$ cat config.mk
export PLATFORM = sky130hd
export DESIGN_NAME = chroma_centroid_tracker
export DESIGN_NICKNAME = d
export VERILOG_FILES = /design/src/rtl/tracker_pkg.sv /design/src/rtl/centroid_divider.sv /design/src/rtl/chroma_centroid_tracker.sv
export SDC_FILE = /design/constraint.sdc
export NUM_CORES = 1
export LEC_CHECK = 0
export CORE_MARGIN = 2
export CORE_UTILIZATION = 25
export CTS_BUF_LIST = sky130_fd_sc_hd__clkbuf_8
export DETAILED_ROUTE_END_ITERATION = 10
export PLACE_DENSITY = 0.42
export SYNTH_ARGS = -nofsm -noshare
export SYNTH_HDL_FRONTEND = slang
export SYNTH_SLANG_ARGS = --single-unit
$ cat constraint.sdc
create_clock -name clk_in -period 20.7 [get_ports clk_in]
set_input_delay 4.14 -clock clk_in [delete_from_list [all_inputs] [get_ports clk_in]]
set_output_delay 4.14 -clock clk_in [all_outputs]
set_load 0.05 [all_outputs]
$ cat src/rtl/tracker_pkg.sv
// Shared types and default widths for the chroma centroid tracker.
// Default widths are derived from the largest supported frame.
package tracker_pkg;

  localparam int unsigned FRAME_W = 1280;
  localparam int unsigned FRAME_H = 720;

  localparam int unsigned H_WIDTH_D   = $clog2(FRAME_W);
  localparam int unsigned V_WIDTH_D   = $clog2(FRAME_H);
  localparam int unsigned CNT_WIDTH_D = $clog2(FRAME_W * FRAME_H + 1);
  localparam int unsigned SUM_WIDTH_D = 32;

  typedef enum logic [1:0] {
    IDLE   = 2'd0,
    DIVIDE = 2'd1,
    DONE   = 2'd2
  } tracker_state_t;

endpackage

$ cat src/rtl/centroid_divider.sv
// Restoring unsigned divider that produces one quotient bit per cycle.
// It captures its operands on start_in and pulses done_out WIDTH+1 cycles later.
module centroid_divider #(
  parameter int unsigned WIDTH = 32
) (
  input  logic             clk_in,
  input  logic             rst_in,
  input  logic             start_in,
  input  logic [WIDTH-1:0] dividend_in,
  input  logic [WIDTH-1:0] divisor_in,
  output logic [WIDTH-1:0] quotient_out,
  output logic             done_out
);

  localparam int unsigned CW = $clog2(WIDTH + 1);

  logic [WIDTH-1:0] r_rem;
  logic [WIDTH-1:0] r_quot;
  logic [WIDTH-1:0] r_div;
  logic [CW-1:0]    r_count;
  logic             r_busy;
  logic             r_done;

  logic [WIDTH:0]   w_shift;
  logic [WIDTH:0]   w_diff;
  logic             w_ge;

  // The shifted remainder is below 2*divisor, so a clear top bit means no borrow.
  assign w_shift = {r_rem, r_quot[WIDTH-1]};
  assign w_diff  = w_shift - {1'b0, r_div};
  assign w_ge    = ~w_diff[WIDTH];

  always_ff @(posedge clk_in or posedge rst_in) begin
    if (rst_in) begin
      r_rem   <= '0;
      r_quot  <= '0;
      r_div   <= '0;
      r_count <= '0;
      r_busy  <= 1'b0;
      r_done  <= 1'b0;
    end else begin
      r_done <= 1'b0;
      if (r_busy) begin
        r_rem   <= w_ge ? w_diff[WIDTH-1:0] : w_shift[WIDTH-1:0];
        r_quot  <= {r_quot[WIDTH-2:0], w_ge};
        r_count <= r_count - CW'(1);
        if (r_count == CW'(1)) begin
          r_busy <= 1'b0;
          r_done <= 1'b1;
        end
      end else if (start_in) begin
        r_rem   <= '0;
        r_quot  <= dividend_in;
        r_div   <= divisor_in;
        r_count <= CW'(WIDTH);
        r_busy  <= 1'b1;
      end
    end
  end

  assign quotient_out = r_quot;
  assign done_out     = r_done;

endmodule

$ cat src/rtl/chroma_centroid_tracker.sv
// Chroma-keyed mask, per-frame coordinate accumulation and centroid division.
// One centroid result is produced per frame boundary seen while idle.
module chroma_centroid_tracker
  import tracker_pkg::*;
#(
  parameter int unsigned H_WIDTH   = H_WIDTH_D,
  parameter int unsigned V_WIDTH   = V_WIDTH_D,
  parameter int unsigned SUM_WIDTH = SUM_WIDTH_D,
  parameter int unsigned CNT_WIDTH = CNT_WIDTH_D
) (
  input  logic               clk_in,
  input  logic               rst_in,
  input  logic               valid_in,
  input  logic [H_WIDTH-1:0] hcount_in,
  input  logic [V_WIDTH-1:0] vcount_in,
  input  logic [7:0]         y_in,
  input  logic [7:0]         cr_in,
  input  logic [7:0]         cb_in,
  input  logic               new_frame_in,
  input  logic [7:0]         cr_lo_in,
  input  logic [7:0]         cr_hi_in,
  input  logic [7:0]         y_min_in,
  output logic               mask_out,
  output logic [H_WIDTH-1:0] x_out,
  output logic [V_WIDTH-1:0] y_out,
  output logic               found_out,
  output logic               centroid_valid_out,
  output logic               busy_out,
  output logic               overrun_out
);

  tracker_state_t r_state;
  tracker_state_t w_state_nxt;

  logic [SUM_WIDTH-1:0] r_sum_x;
  logic [SUM_WIDTH-1:0] r_sum_y;
  logic [CNT_WIDTH-1:0] r_cnt;
  logic                 r_div_path;

  logic                 w_mask;
  logic [SUM_WIDTH-1:0] w_add_x;
  logic [SUM_WIDTH-1:0] w_add_y;
  logic [SUM_WIDTH-1:0] w_divisor;
  logic [SUM_WIDTH-1:0] w_quot_x;
  logic [SUM_WIDTH-1:0] w_quot_y;
  logic                 w_done_x;
  logic                 w_done_y;
  logic                 w_div_start;
  logic                 w_empty_start;
  logic                 w_publish;
  logic                 w_unused;

  assign w_mask = valid_in & (cr_in >= cr_lo_in) & (cr_in <= cr_hi_in) & (y_in >= y_min_in);

  assign w_add_x   = SUM_WIDTH'(hcount_in);
  assign w_add_y   = SUM_WIDTH'(vcount_in);
  assign w_divisor = SUM_WIDTH'(r_cnt);
  assign w_unused  = ^{cb_in, w_quot_x[SUM_WIDTH-1:H_WIDTH], w_quot_y[SUM_WIDTH-1:V_WIDTH]};

  // A masked pixel coincident with the frame pulse seeds the new frame.
  always_ff @(posedge clk_in or posedge rst_in) begin
    if (rst_in) begin
      r_sum_x <= '0;
      r_sum_y <= '0;
      r_cnt   <= '0;
    end else if (new_frame_in) begin
      r_sum_x <= w_mask ? w_add_x : '0;
      r_sum_y <= w_mask ? w_add_y : '0;
      r_cnt   <= w_mask ? CNT_WIDTH'(1) : '0;
    end else if (w_mask) begin
      r_sum_x <= r_sum_x + w_add_x;
      r_sum_y <= r_sum_y + w_add_y;
      r_cnt   <= r_cnt + CNT_WIDTH'(1);
    end
  end

  // The dividers latch the pre-update sums, acting as the frame snapshot.
  centroid_divider #(.WIDTH(SUM_WIDTH)) u_div_x (
    .clk_in       (clk_in),
    .rst_in       (rst_in),
    .start_in     (w_div_start),
    .dividend_in  (r_sum_x),
    .divisor_in   (w_divisor),
    .quotient_out (w_quot_x),
    .done_out     (w_done_x)
  );

  centroid_divider #(.WIDTH(SUM_WIDTH)) u_div_y (
    .clk_in       (clk_in),
    .rst_in       (rst_in),
    .start_in     (w_div_start),
    .dividend_in  (r_sum_y),
    .divisor_in   (w_divisor),
    .quotient_out (w_quot_y),
    .done_out     (w_done_y)
  );

  always_ff @(posedge clk_in or posedge rst_in) begin
    if (rst_in) begin
      r_state <= IDLE;
    end else begin
      r_state <= w_state_nxt;
    end
  end

  always_comb begin
    w_state_nxt   = r_state;
    w_div_start   = 1'b0;
    w_empty_start = 1'b0;
    w_publish     = 1'b0;
    case (r_state)
      IDLE: begin
        if (new_frame_in) begin
          if (r_cnt != '0) begin
            w_state_nxt = DIVIDE;
            w_div_start = 1'b1;
          end else begin
            w_state_nxt   = DONE;
            w_empty_start = 1'b1;
          end
        end
      end
      DIVIDE: begin
        if (w_done_x && w_done_y) begin
          w_state_nxt = DONE;
        end
      end
      DONE: begin
        w_state_nxt = IDLE;
        w_publish   = 1'b1;
      end
      default: begin
        w_state_nxt = IDLE;
      end
    endcase
  end

  // An empty frame keeps the previous coordinates and only clears found_out.
  always_ff @(posedge clk_in or posedge rst_in) begin
    if (rst_in) begin
      mask_out           <= 1'b0;
      x_out              <= '0;
      y_out              <= '0;
      found_out          <= 1'b0;
      centroid_valid_out <= 1'b0;
      busy_out           <= 1'b0;
      overrun_out        <= 1'b0;
      r_div_path         <= 1'b0;
    end else begin
      mask_out           <= w_mask;
      centroid_valid_out <= w_publish;
      busy_out           <= (w_state_nxt != IDLE);
      overrun_out        <= new_frame_in && (r_state != IDLE);
      if (w_div_start) begin
        r_div_path <= 1'b1;
      end else if (w_empty_start) begin
        r_div_path <= 1'b0;
      end
      if (w_publish) begin
        found_out <= r_div_path;
        if (r_div_path) begin
          x_out <= w_quot_x[H_WIDTH-1:0];
          y_out <= w_quot_y[V_WIDTH-1:0];
        end
      end
    end
  end

endmodule

==> impl_metrics.yaml <==
clock_network:
  cts_buffers: 56
  clk_pin_slew_ps: 60
  clock-sinks: 297
  post_cts_buffers: 0
  clk_path_buf_depth: 3
  cts_tree: "built"
  ctsHtreeMaxLevel: 2
  cts_resized: 0
  clkLatencyLatePin_ps: 640
  root_buffer: "clkbuf_8"
  cts_hold_buf: 0
sta:
  fin_skew_ps: 14.01
  maxSlewViolCount: 0
  period_needed_ps: 7084
  tightest_slew_ps: 1111
  rsz0062_at_grt: "no"
  timing.fmax_ghz: 0.1412
  finalCritPeriodShare_pct: 34.22
  hold_violations: 0
  tns_ps: 0
  setup_violations: 0
  relSlewSlack_pct: 24.02
power:
  switching_share_pct: 40.94
  power_frac_comb_pct: 44.4
  power.leakage_nw: 9.208
  powerDensity_nw_per_um2: 127.5
  p_switching_mw: 1.071
  p_int_mw: 1.545
  clkPwrFrac_pct: 21.7
  p_seq_share_pct: 34.0
  ir_worst_vdd_v: 0.00006433
routing:
  drt-initial-drc-count: 662
  vias: 13940
  drc_errors: 0
  dr_wl_met3_um: 1546
  drt-pass1-iter-count: 5
  wl_met2_um: 21040
  drt-total-wl_um: 44510
  wl_met1_um: 21010
  top_layer_used: "met4"
  routedWlPerCell_um: 15.08
  final_antenna_net_count: 0
  via_per_inst: 4.723
cells_and_area:
  antennaDiodeCount: 0
  register_area_sq_um: 7437
  nets: 2138
  area_growth_syn_to_layout_pct: 16.90
  num-fill-cells: 7392
  final_layout_size_suffix_gt1_share_pct: 8.105
  multiInputGateArea_sq_um: 9388
  fin_area_sq_um: 20520
yosys:
  seq_area_frac_synth_pct: 42.35
  synth_seq_cells: 297
  yosys-top-cells-count: "dfrtp_1 (297), nand2_1 (211), o21ai_0 (194), nor2_1 (121), inv_1 (101)"
  synth_cell_type_count: 79
  netlist_area_sq_um: 17550
  synth_flop_cell: "dfrtp_1"
  ys.warnings.count: 0
  yosysMostFrequentCell: "dfrtp_1"
  syn_area_per_cell_sq_um: 9.242
  synth_nets: 2067
  synth_area_leaders: "dfrtp_1 (42%), ha_1 (6.5%), o21ai_0 (5.5%)"
  netlist.top_cell.by_area: "dfrtp_1"
  synth_top_area_share_pct: 42.35
  synthArstFlopShare_pct: 100.0
  synth-edff-count: 0
  syn_inst: 1899
placement:
  portBuffers: 90
  finalWeightedCongestion: 0.7652
  dpl-instance-area_sq_um: 19430
  place_hpwl_um: 29180
worst_setup_path:
  critical_path_class: "primary input to register"
  cp.required_ps: 21230
  cp-start-kind: "primary input"
  rr_worst_depth: 12
  rr_endpoint: "u_div_y.r_rem[10]$_DFFE_PP0P_"
  cp_max_fo: 14
  reg2reg_from: "u_div_y.quotient_out[31]$_DFFE_PP0P_"
  rrSetupSlack_ps: 16680
  end_kind: "register"
  arrival_ps: 7610
die:
  io_pins: 99
  rows: 97
  die_h_um: 269.0
  core_sq_um: 69790
  initial_core_util_pct: 25.15
  dieWidth_um: 269.0
  dieArea_sq_um: 72340
status:
  status: "complete, no violations"
global_routing:
  grt_first_pass_wirelength_um: 73750
  grt_overflow_total: 0
  antenna_found_initial: 0
  grt_pass1_vias: 13990
  grt_max_degree: 108
  grt_usage_pct: 12.44
hold_path:
  hold_depth: 2
  min_from: "u_div_y.quotient_out[15]$_DFFE_PP0P_"
  min_path_type: "register to register"
  holdPathEnd: "u_div_y.quotient_out[16]$_DFFE_PP0P_"
run:
  drv_cap: 0
[layout by cell type, fill, tap and decap left out, types with 41 or more instances in the layout]
cell,instances
o21ai_0,194
mux2i_1,92
clkbuf_8,65
xnor2_1,51
inv_1,125
a21oi_1,84
dfrtp_1,295
xor2_1,48
nand3_1,85
nor2_1,121
ha_1,91
nand2_1,211
clkdlybuf4s50_1,89
mux2_2,41
[critical path, cell delays in order]
cell and delay, ps:
clkdlybuf4s50_1 510, ha_1 190, inv_1 60, fa_1 400, nor2b_1 130, o21a_1 140, o211ai_1 110, a31oi_1 260
a311o_1 430, nand3_1 490, nor3_1 380, mux2_2 360
[metal layers]
metal	global-route usage [%]	up-vias
met5	0	-
met3	1.982	55
met2	21.20	173
met4	3.769	0
met1	16.15	6818
li1	-	6892
[power groups by stage]
stage	Sequential, mW	Combinational [mW]	Clock, mW
after global placement	0.895	1.16	0
final	0.888	1.16	0.567
after detailed placement	0.896	1.17	0
after floorplan	0.908	0.863	0
after global routing	0.916	1.30	0.622
after CTS	0.889	1.17	0.596
[flip-flops by register name (all words and copies together), names as in the netlist, 2 cells and up]
name / cells
u_div_x.r_count: 6
u_div_x.r_div: 20
r_sum_x: 32
u_div_x.quotient_out: 32
r_sum_y: 32
r_cnt: 20
r_state: 2
u_div_y.r_div: 20
u_div_x.r_rem: 32
x_out: 11
u_div_y.quotient_out: 32
u_div_y.r_rem: 32
u_div_y.r_count: 6
y_out: 10
[area by class of cell]
cell class / count / area share, %
Multi-Input combinational cell: 1405 / 45.76
Tap cell: 940 / 5.732
Inverter: 101 / 1.884
Clock buffer: 65 / 4.360
Timing Repair Buffer: 109 / 5.074
Sequential cell: 297 / 36.25
Clock inverter: 34 / 0.9452
[kinds of logic (layout without fill, tap and decap cells)]
| family | Yosys count | after routing | share of synthesized area (%) |
|---|---|---|---|
| AO/OA/AOI/OAI | 442 | 442 | 15.46 |
| XOR/XNOR | 100 | 100 | 4.990 |
| flip-flops | 297 | 297 | 42.35 |
| buffers and inverters | 197 | 309 | 4.327 |
| multiplexers | 140 | 140 | 8.327 |
| adder cells (fa/ha/maj) | 95 | 95 | 6.944 |
| AND/OR/NAND/NOR | 628 | 628 | 17.61 |
[worst max-delay path by stage]
stage / from / endpoint / slack [ps] / cells past startpoint
floorplan: rst_in / busy_out$_DFF_PP0_ / 8360 / 1
global placement: vcount_in[0] / r_sum_y[30]$_DFFE_PP0P_ / 12970 / 12
detailed placement: vcount_in[0] / r_sum_y[30]$_DFFE_PP0P_ / 12970 / 12
CTS: vcount_in[0] / r_sum_y[30]$_DFFE_PP0P_ / 13670 / 12
global route: vcount_in[0] / r_sum_y[30]$_DFFE_PP0P_ / 13360 / 12
finish: vcount_in[0] / r_sum_y[30]$_DFFE_PP0P_ / 13620 / 12
[through the flow]
| step | utilization [%] | hold WS, ps | total power, mW | setup slack (ps) | instances |
|---|---|---|---|---|---|
| 6_report | 29.40 | 474.4 | 2.616 | 13620 | 2951 |
| 5_1_grt | 29.40 | 505.7 | 2.842 | 13360 | 2951 |
| 4_1_cts | 29.40 | 481.4 | 2.660 | 13670 | 2951 |
| 3_5_place_dp | 27.84 | 468.9 | 2.065 | 12970 | 2852 |
| 3_3_place_gp | 27.84 | 461.2 | 2.055 | 12970 | 2852 |
| 2_1_floorplan | - | 435.4 | 1.770 | 8356 | 1899 |
Note: power is estimated with default switching activity, not from simulation.
